$ cat src/rtl/n_bit_alu_pipe.sv
// n_bit_alu_pipe: pipelined add/subtract unit with accumulator, status flags and
// a valid/ready handshake. The op is evaluated at input accept; the result and
// flags then travel through STAGES registers and appear at the output, in order.
//
// Ports
//   clk        rising-edge clock
//   rst        asynchronous reset, active-high
//   in_valid   operand/op present this cycle
//   in_ready   block accepts input this cycle (combinational)
//   a, b       operands, WIDTH bits
//   op         00 ADD, 01 SUBMAG, 10 SUB2C, 11 ACC
//   out_valid  result/flags valid
//   out_ready  consumer takes the result this cycle
//   result     WIDTH-bit result
//   sgn        sign flag (a<b for SUBMAG, otherwise result msb)
//   carry      carry out (ADD/ACC) or borrow (SUB2C)
//   zero       result == 0
//   ovf        signed overflow (ADD/SUB2C only)
module n_bit_alu_pipe #(
    parameter int unsigned WIDTH  = 8,
    parameter int unsigned STAGES = 2
) (
    input  logic             clk,
    input  logic             rst,
    input  logic             in_valid,
    output logic             in_ready,
    input  logic [WIDTH-1:0] a,
    input  logic [WIDTH-1:0] b,
    input  logic [1:0]       op,
    output logic             out_valid,
    input  logic             out_ready,
    output logic [WIDTH-1:0] result,
    output logic             sgn,
    output logic             carry,
    output logic             zero,
    output logic             ovf
);

    typedef enum logic [1:0] {
        OpAdd    = 2'b00,
        OpSubMag = 2'b01,
        OpSub2c  = 2'b10,
        OpAcc    = 2'b11
    } op_e;

    typedef struct packed {
        logic [WIDTH-1:0] r;
        logic             sgn;
        logic             carry;
        logic             zero;
        logic             ovf;
    } res_t;

    logic             advance;
    logic             accept;
    logic [WIDTH:0]   sum_add;
    logic [WIDTH:0]   diff;
    logic [WIDTH:0]   sum_acc;
    logic [WIDTH-1:0] acc_q;
    logic [WIDTH-1:0] acc_d;
    res_t             calc;

    logic [STAGES-1:0] vld_q;
    res_t              pipe_q [STAGES];

    // The whole pipe moves as one; it only freezes when the output is held.
    assign advance  = !out_valid || out_ready;
    assign in_ready = advance;
    assign accept   = in_valid && advance;

    always_comb begin
        // Extra msb of each sum/difference carries the carry or borrow.
        sum_add = {1'b0, a} + {1'b0, b};
        diff    = {1'b0, a} - {1'b0, b};
        sum_acc = {1'b0, acc_q} + {1'b0, a};
        calc    = '0;
        unique case (op_e'(op))
            OpAdd: begin
                calc.r     = sum_add[WIDTH-1:0];
                calc.carry = sum_add[WIDTH];
                calc.sgn   = sum_add[WIDTH-1];
                calc.ovf   = (a[WIDTH-1] == b[WIDTH-1]) && (sum_add[WIDTH-1] != a[WIDTH-1]);
            end
            OpSubMag: begin
                // Borrow out of a-b means a<b, so take b-a for the magnitude.
                calc.r   = diff[WIDTH] ? (b - a) : diff[WIDTH-1:0];
                calc.sgn = diff[WIDTH];
            end
            OpSub2c: begin
                calc.r     = diff[WIDTH-1:0];
                calc.carry = diff[WIDTH];
                calc.sgn   = diff[WIDTH-1];
                calc.ovf   = (a[WIDTH-1] != b[WIDTH-1]) && (diff[WIDTH-1] != a[WIDTH-1]);
            end
            OpAcc: begin
                calc.r     = sum_acc[WIDTH-1:0];
                calc.carry = sum_acc[WIDTH];
                calc.sgn   = sum_acc[WIDTH-1];
            end
        endcase
        calc.zero = (calc.r == '0);
    end

    // Accumulator commits at accept, so back-to-back ACC ops chain directly.
    assign acc_d = (accept && (op_e'(op) == OpAcc)) ? sum_acc[WIDTH-1:0] : acc_q;

    always_ff @(posedge clk or posedge rst) begin
        if (rst) begin
            acc_q <= '0;
            vld_q <= '0;
            for (int i = 0; i < int'(STAGES); i++) begin
                pipe_q[i] <= '0;
            end
        end else begin
            acc_q <= acc_d;
            if (advance) begin
                vld_q[0]  <= accept;
                pipe_q[0] <= accept ? calc : '0;
                for (int i = 1; i < int'(STAGES); i++) begin
                    vld_q[i]  <= vld_q[i-1];
                    pipe_q[i] <= pipe_q[i-1];
                end
            end
        end
    end

    assign out_valid = vld_q[STAGES-1];
    assign result    = pipe_q[STAGES-1].r;
    assign sgn       = pipe_q[STAGES-1].sgn;
    assign carry     = pipe_q[STAGES-1].carry;
    assign zero      = pipe_q[STAGES-1].zero;
    assign ovf       = pipe_q[STAGES-1].ovf;

endmodule

$ cat config.mk
export PLATFORM = sky130hd
export DESIGN_NAME = n_bit_alu_pipe
export DESIGN_NICKNAME = d
export VERILOG_FILES = /design/src/rtl/n_bit_alu_pipe.sv
export SDC_FILE = /design/constraint.sdc
export NUM_CORES = 1
export LEC_CHECK = 0
export BUFFER_PORTS_ARGS = -buffer_cell sky130_fd_sc_hd__buf_2
export CORE_UTILIZATION = 60
export CTS_BUF_LIST = sky130_fd_sc_hd__clkbuf_4
export DETAILED_ROUTE_END_ITERATION = 12
export GPL_ROUTABILITY_DRIVEN = 1
export PLACE_DENSITY = 0.82
export SLEW_MARGIN = 40
export SYNTH_ARGS = -nofsm -noshare
export SYNTH_HDL_FRONTEND = slang
export SYNTH_SLANG_ARGS = --single-unit
$ cat constraint.sdc
create_clock -name clk -period 3.5 [get_ports clk]
set_clock_uncertainty 0.1 [all_clocks]
set_input_delay 0.175 -clock clk [delete_from_list [all_inputs] [get_ports clk]]
set_output_delay 0.175 -clock clk [all_outputs]
set_load 0.03 [all_outputs]
# After elaboration in Yosys (flattened, before gate mapping)
# Cells that the tools add are included.
# totals
reg_bits	34
inputBits	22
output_inout_bits	14
wordCells	36
# op_classes
n_addsub	4
n_eq_ne	7
mux	5
reduce_logical	8
# ops
operator	count
$pmux 9 s4	1
$add 8x8->9	2
$mux 12	1
$sub 8x8->9	1
$logic_not 8->1	1
$mux 8	1
$sub 8x8->8	1
$eq 2x2->1 const B	2
$logic_and 1x1->1	4
$ne 1x1->1	3
$pmux 1 s3	1
$eq 2x1->1 const B	1
$logic_not 2->1	1
$pmux 1 s2	1
$eq 1x1->1	1
$logic_not 1->1	1
$logic_or 1x1->1	1

# Longest topological paths before layout
# depth
depth_word	5
ltp_mapped	12

# Worst setup path before layout
# Ideal clock, no wire load.
# synth_timing
path_type	input -> register
startpoint	input port a[0]
endpoint	register pipe_q[13] (netlist name)
setup_ns	0.066
t_arrival_ns	2.309
path_slack_ns	1.025
path_stages	12
path_cell_list	inv_1 ha_1 inv_1 fa_1 a211oi_4 o211ai_4 nand2_4 mux2i_1 xor2_1 o221ai_2 nor4b_2 a22o_1
# synth_between
elab_chain_len	5
elab_cells_between_ends	8
# synth_rtl
element	line_no	rtl
start, declared	27	input logic [WIDTH-1:0] a,
$sub 8x8->9 or $sub 8x8->8 (tied branches)	74, 86	
$mux 8	86	calc.r = diff[WIDTH] ? (b - a) : diff[WIDTH-1:0];
$pmux 9 s4 (*)	77	unique case (op_e'(op))
$logic_not 8->1 (*)	101	calc.zero = (calc.r == '0);
$mux 12 (*)	118	pipe_q[0] <= accept ? calc : '0;
end signal, assigned by index	121	pipe_q[i] <= pipe_q[i-1];
end, declared	64	res_t pipe_q [STAGES];
# Every way passes the cells marked *; elsewhere a longest branch is shown, timed or not.
# A chain may end at the register's enable or synchronous reset.

# Worst setup path in the final report
# layout_timing
startpoint	register acc_q[1]
endpoint	register pipe_q[13] (netlist name)
# layout_between
elab_chain_len	4
# layout_rtl
element	line_no	rtl
start, declared	59	logic [WIDTH-1:0] acc_q;
start signal, assigned	109	acc_q <= '0;
start signal, assigned	115	acc_q <= acc_d;
$add 8x8->9	75	sum_acc = {1'b0, acc_q} + {1'b0, a};
$pmux 9 s4	77	
$logic_not 8->1	101	
$mux 12	118	
# No other way between the ends.

==> reports/results.txt <==
CP Capture Type -> register
Clock Path Buffers -> 2
Setup TNS -> 0 ns
number of port buffers -> 35
initial core utilization -> 63.74%
initial antenna violation count -> 0
GRT met3 Usage -> 4.527%
clock period minus worst slack -> 2.706 ns
RD Place Congestion -> 0.9091
slew margin rel. -> 53.24%
crit start category -> register
Mapped Area -> 3090 um2
GR Layer Usage met2 -> 47.91%
placed cells -> 447
CTS tree -> built
max-cap violations -> 0
sequential share of the synthesized area -> 27.53%
total CTS buffers -> 5
Routed WL -> 6979 um
largest net degree at the start of global routing -> 35
Synth top cells by count -> nand2_1 (68), dfrtp_1 (34), ha_1 (33), inv_1 (30)
most common cell in the netlist -> nand2_1
Layout Nets -> 448
RSZ-0062 raised after global routing -> no
# rows -> 25
Critical path origin -> acc_q[1]$_DFFE_PP0P_
Tightest Pin Transition -> 0.6988 ns
CP endpoint -> pipe_q[13]$_DFFE_PP0N_
root buffer cell -> clkbuf_4
die height -> 73.77 um
Syn Area/Cell -> 8.490 um2
status -> completed
DRT antenna net count -> 0
Pwr Density -> 529.3 nW/um2
overall routing resource usage -> 26.96%
Required @ worst endpoint -> 3.69 ns
Worst-path clk slew -> 0.11 ns
GRT Residual Overflow -> 0
iteration count of the initial detailed-routing pass -> 7
flop-to-flop setup slack -> 0.79 ns
fillers -> 400
worst skew pair latency -> 0.34 ns
CTS sink count -> 34
die area -> 5442 um2
chip width -> 73.77 um
share of the synthesized area in the top cell type -> 27.53%
Synth Warn # -> 0
num ports -> 36
vias per cell -> 5.823
first-pass GRT wire length -> 11,200 um
routed len/inst -> 15.27 um
final setup fails -> 0
# resized after CTS -> 0
R2R cell count -> 9
GRT met1 Usage -> 33.53%
register area -> 850.8 um2
Post-synth EDFFs -> 0
Worst R2R Start -> acc_q[1]$_DFFE_PP0P_
Hold WS -> 0.2008 ns
Slew Limit Fails -> 0
share of layout cells above drive strength 1 -> 17.18%
area grow syn2layout -> 8.907%
post-synth top area cell -> dfrtp_1
crit path kind -> register to register
Final Hold Fails -> 0
grt peak-use layer -> met2
fin util -> 69.42%
FMAX -> 0.3695 GHz
Top FF cell, synth -> dfrtp_1
Worst Slack Setup Final -> 0.7938 ns
Post-CTS Setup Bufs -> 0
post-synthesis net count -> 423
fin crit share -> 77.32%
CP max FO -> 3
Post-Layout Cell Count -> 457
worst slack at placement -> 0.6376 ns
vias in the first global route -> 2,426
Core Area -> 4848 um2
arrival time worst endpoint -> 2.89 ns
htree depth -> 2
hold crit path type -> input pin to register
Syn Inst Count -> 364
area of the multi-input gates -> 2002 um2
Netlist cell types -> 64
via count -> 2,661
asr flop ratio synth -> 100.0%
Remaining DRCs -> 0
Iteration-0 DRC Markers -> 189
Post-DP HPWL -> 5438 um
diode count -> 0
number of synthesized register bits -> 34
main area contributors after synthesis -> dfrtp_1 (28%), ha_1 (13%), nand2_1 (8.3%)
Pleak -> 1.717 nW
Peak VDD IR -> 410.5 uV
worst reg2reg endpoint -> pipe_q[13]$_DFFE_PP0N_
layout make-up:
type | instances | share of cell area, %
Clock buffer | 5 | 1.115
Clock inverter | 3 | 2.045
Inverter | 30 | 3.346
Multi-Input combinational cell | 279 | 59.48
Sequential cell | 34 | 25.28
Tap cell | 67 | 2.491
Timing Repair Buffer | 39 | 6.245
worst min-delay path by stage:
stage                         from                endpoint  slack (ns)  cells after the start
after floorplan           in_valid  pipe_q[17]$_DFFE_PP0N_        0.21                      2
after global placement         rst    acc_q[2]$_DFFE_PP0P_        0.18                      3
after detailed placement       rst  pipe_q[19]$_DFFE_PP0N_        0.19                      3
after CTS                     a[0]    acc_q[0]$_DFFE_PP0P_        0.19                      3
after global routing          a[0]    acc_q[0]$_DFFE_PP0P_        0.22                      3
final                         b[7]  pipe_q[14]$_DFFE_PP0N_        0.20                      4
stage by stage:
step | total power [mW] | cell area (um2)
finish | 1.781 | 3366
global route | 1.904 | 3366
CTS | 1.776 | 3366
detailed placement | 1.408 | 3239
global placement | 1.380 | 3239
floorplan | 1.238 | 3090
routing by layer:
metal	wire [um]	up-vias
met2	3539	114
li1	-	1305
met1	2864	1231
met5	0	-
met4	109	0
met3	466	11
kinds of logic after synthesis:
logic type      Yosys count  share of synthesized area, %
simple gates            131                         20.08
compound gates           82                         19.64
buf+inv                  51                         7.773
fa+ha+maj                37                         15.95
flops                    34                         27.53
mux                      15                         5.061
xor+xnor                 14                         3.968
state kept, by name, indices dropped and copies added (netlist names):
| register | flops |
|---|---|
| ovf | 1 |
| vld_q | 2 |
| acc_q | 8 |
| pipe_q | 12 |
| carry | 1 |
| zero | 1 |
| result | 8 |
| sgn | 1 |
cells in the final DEF, fill, tap and decap left out, drive strengths merged, types with 2 or more instances in the layout:
master	count
a211oi	3
a21o	3
a21oi	17
a22o	6
a22oi	3
a311oi	2
a31oi	3
and2	3
buf	37
bufinv	2
clkbuf	5
dfrtp	34
dlygate4sd3	2
fa	4
ha	33
inv	30
mux2	5
mux2i	10
nand2	69
nand2b	6
nand3	7
nor2	18
nor2b	4
nor3	7
nor3b	2
nor4	3
nor4b	3
o211ai	5
o21ai	22
o21bai	4
o221ai	2
or2	4
xnor2	8
xor2	6
repair_timing:
action,in CTS,in global routing
endpoints found under the hold margin,35,0
setup endpoints to repair,0,0
hold buffers,2,0
critical path, stage by stage, from the launching register on:
cell	delay, ns
dfrtp_1	0.42
ha_1	0.30
a211oi_2	0.30
o21ai_1	0.14
a31oi_1	0.22
xnor2_1	0.14
a21o_1	0.19
o32ai_1	0.33
nor4b_1	0.35
a22o_1	0.18
power by group:
part	total (mW)	leakage, nW	switching [mW]	internal, mW
Combinational	0.869	1.23	0.519	0.349
Clock	0.362	0.0554	0.139	0.223
Sequential	0.551	0.436	0.0579	0.493
Total	1.78	1.72	0.716	1.07
Power figures use the tool's default switching activity.
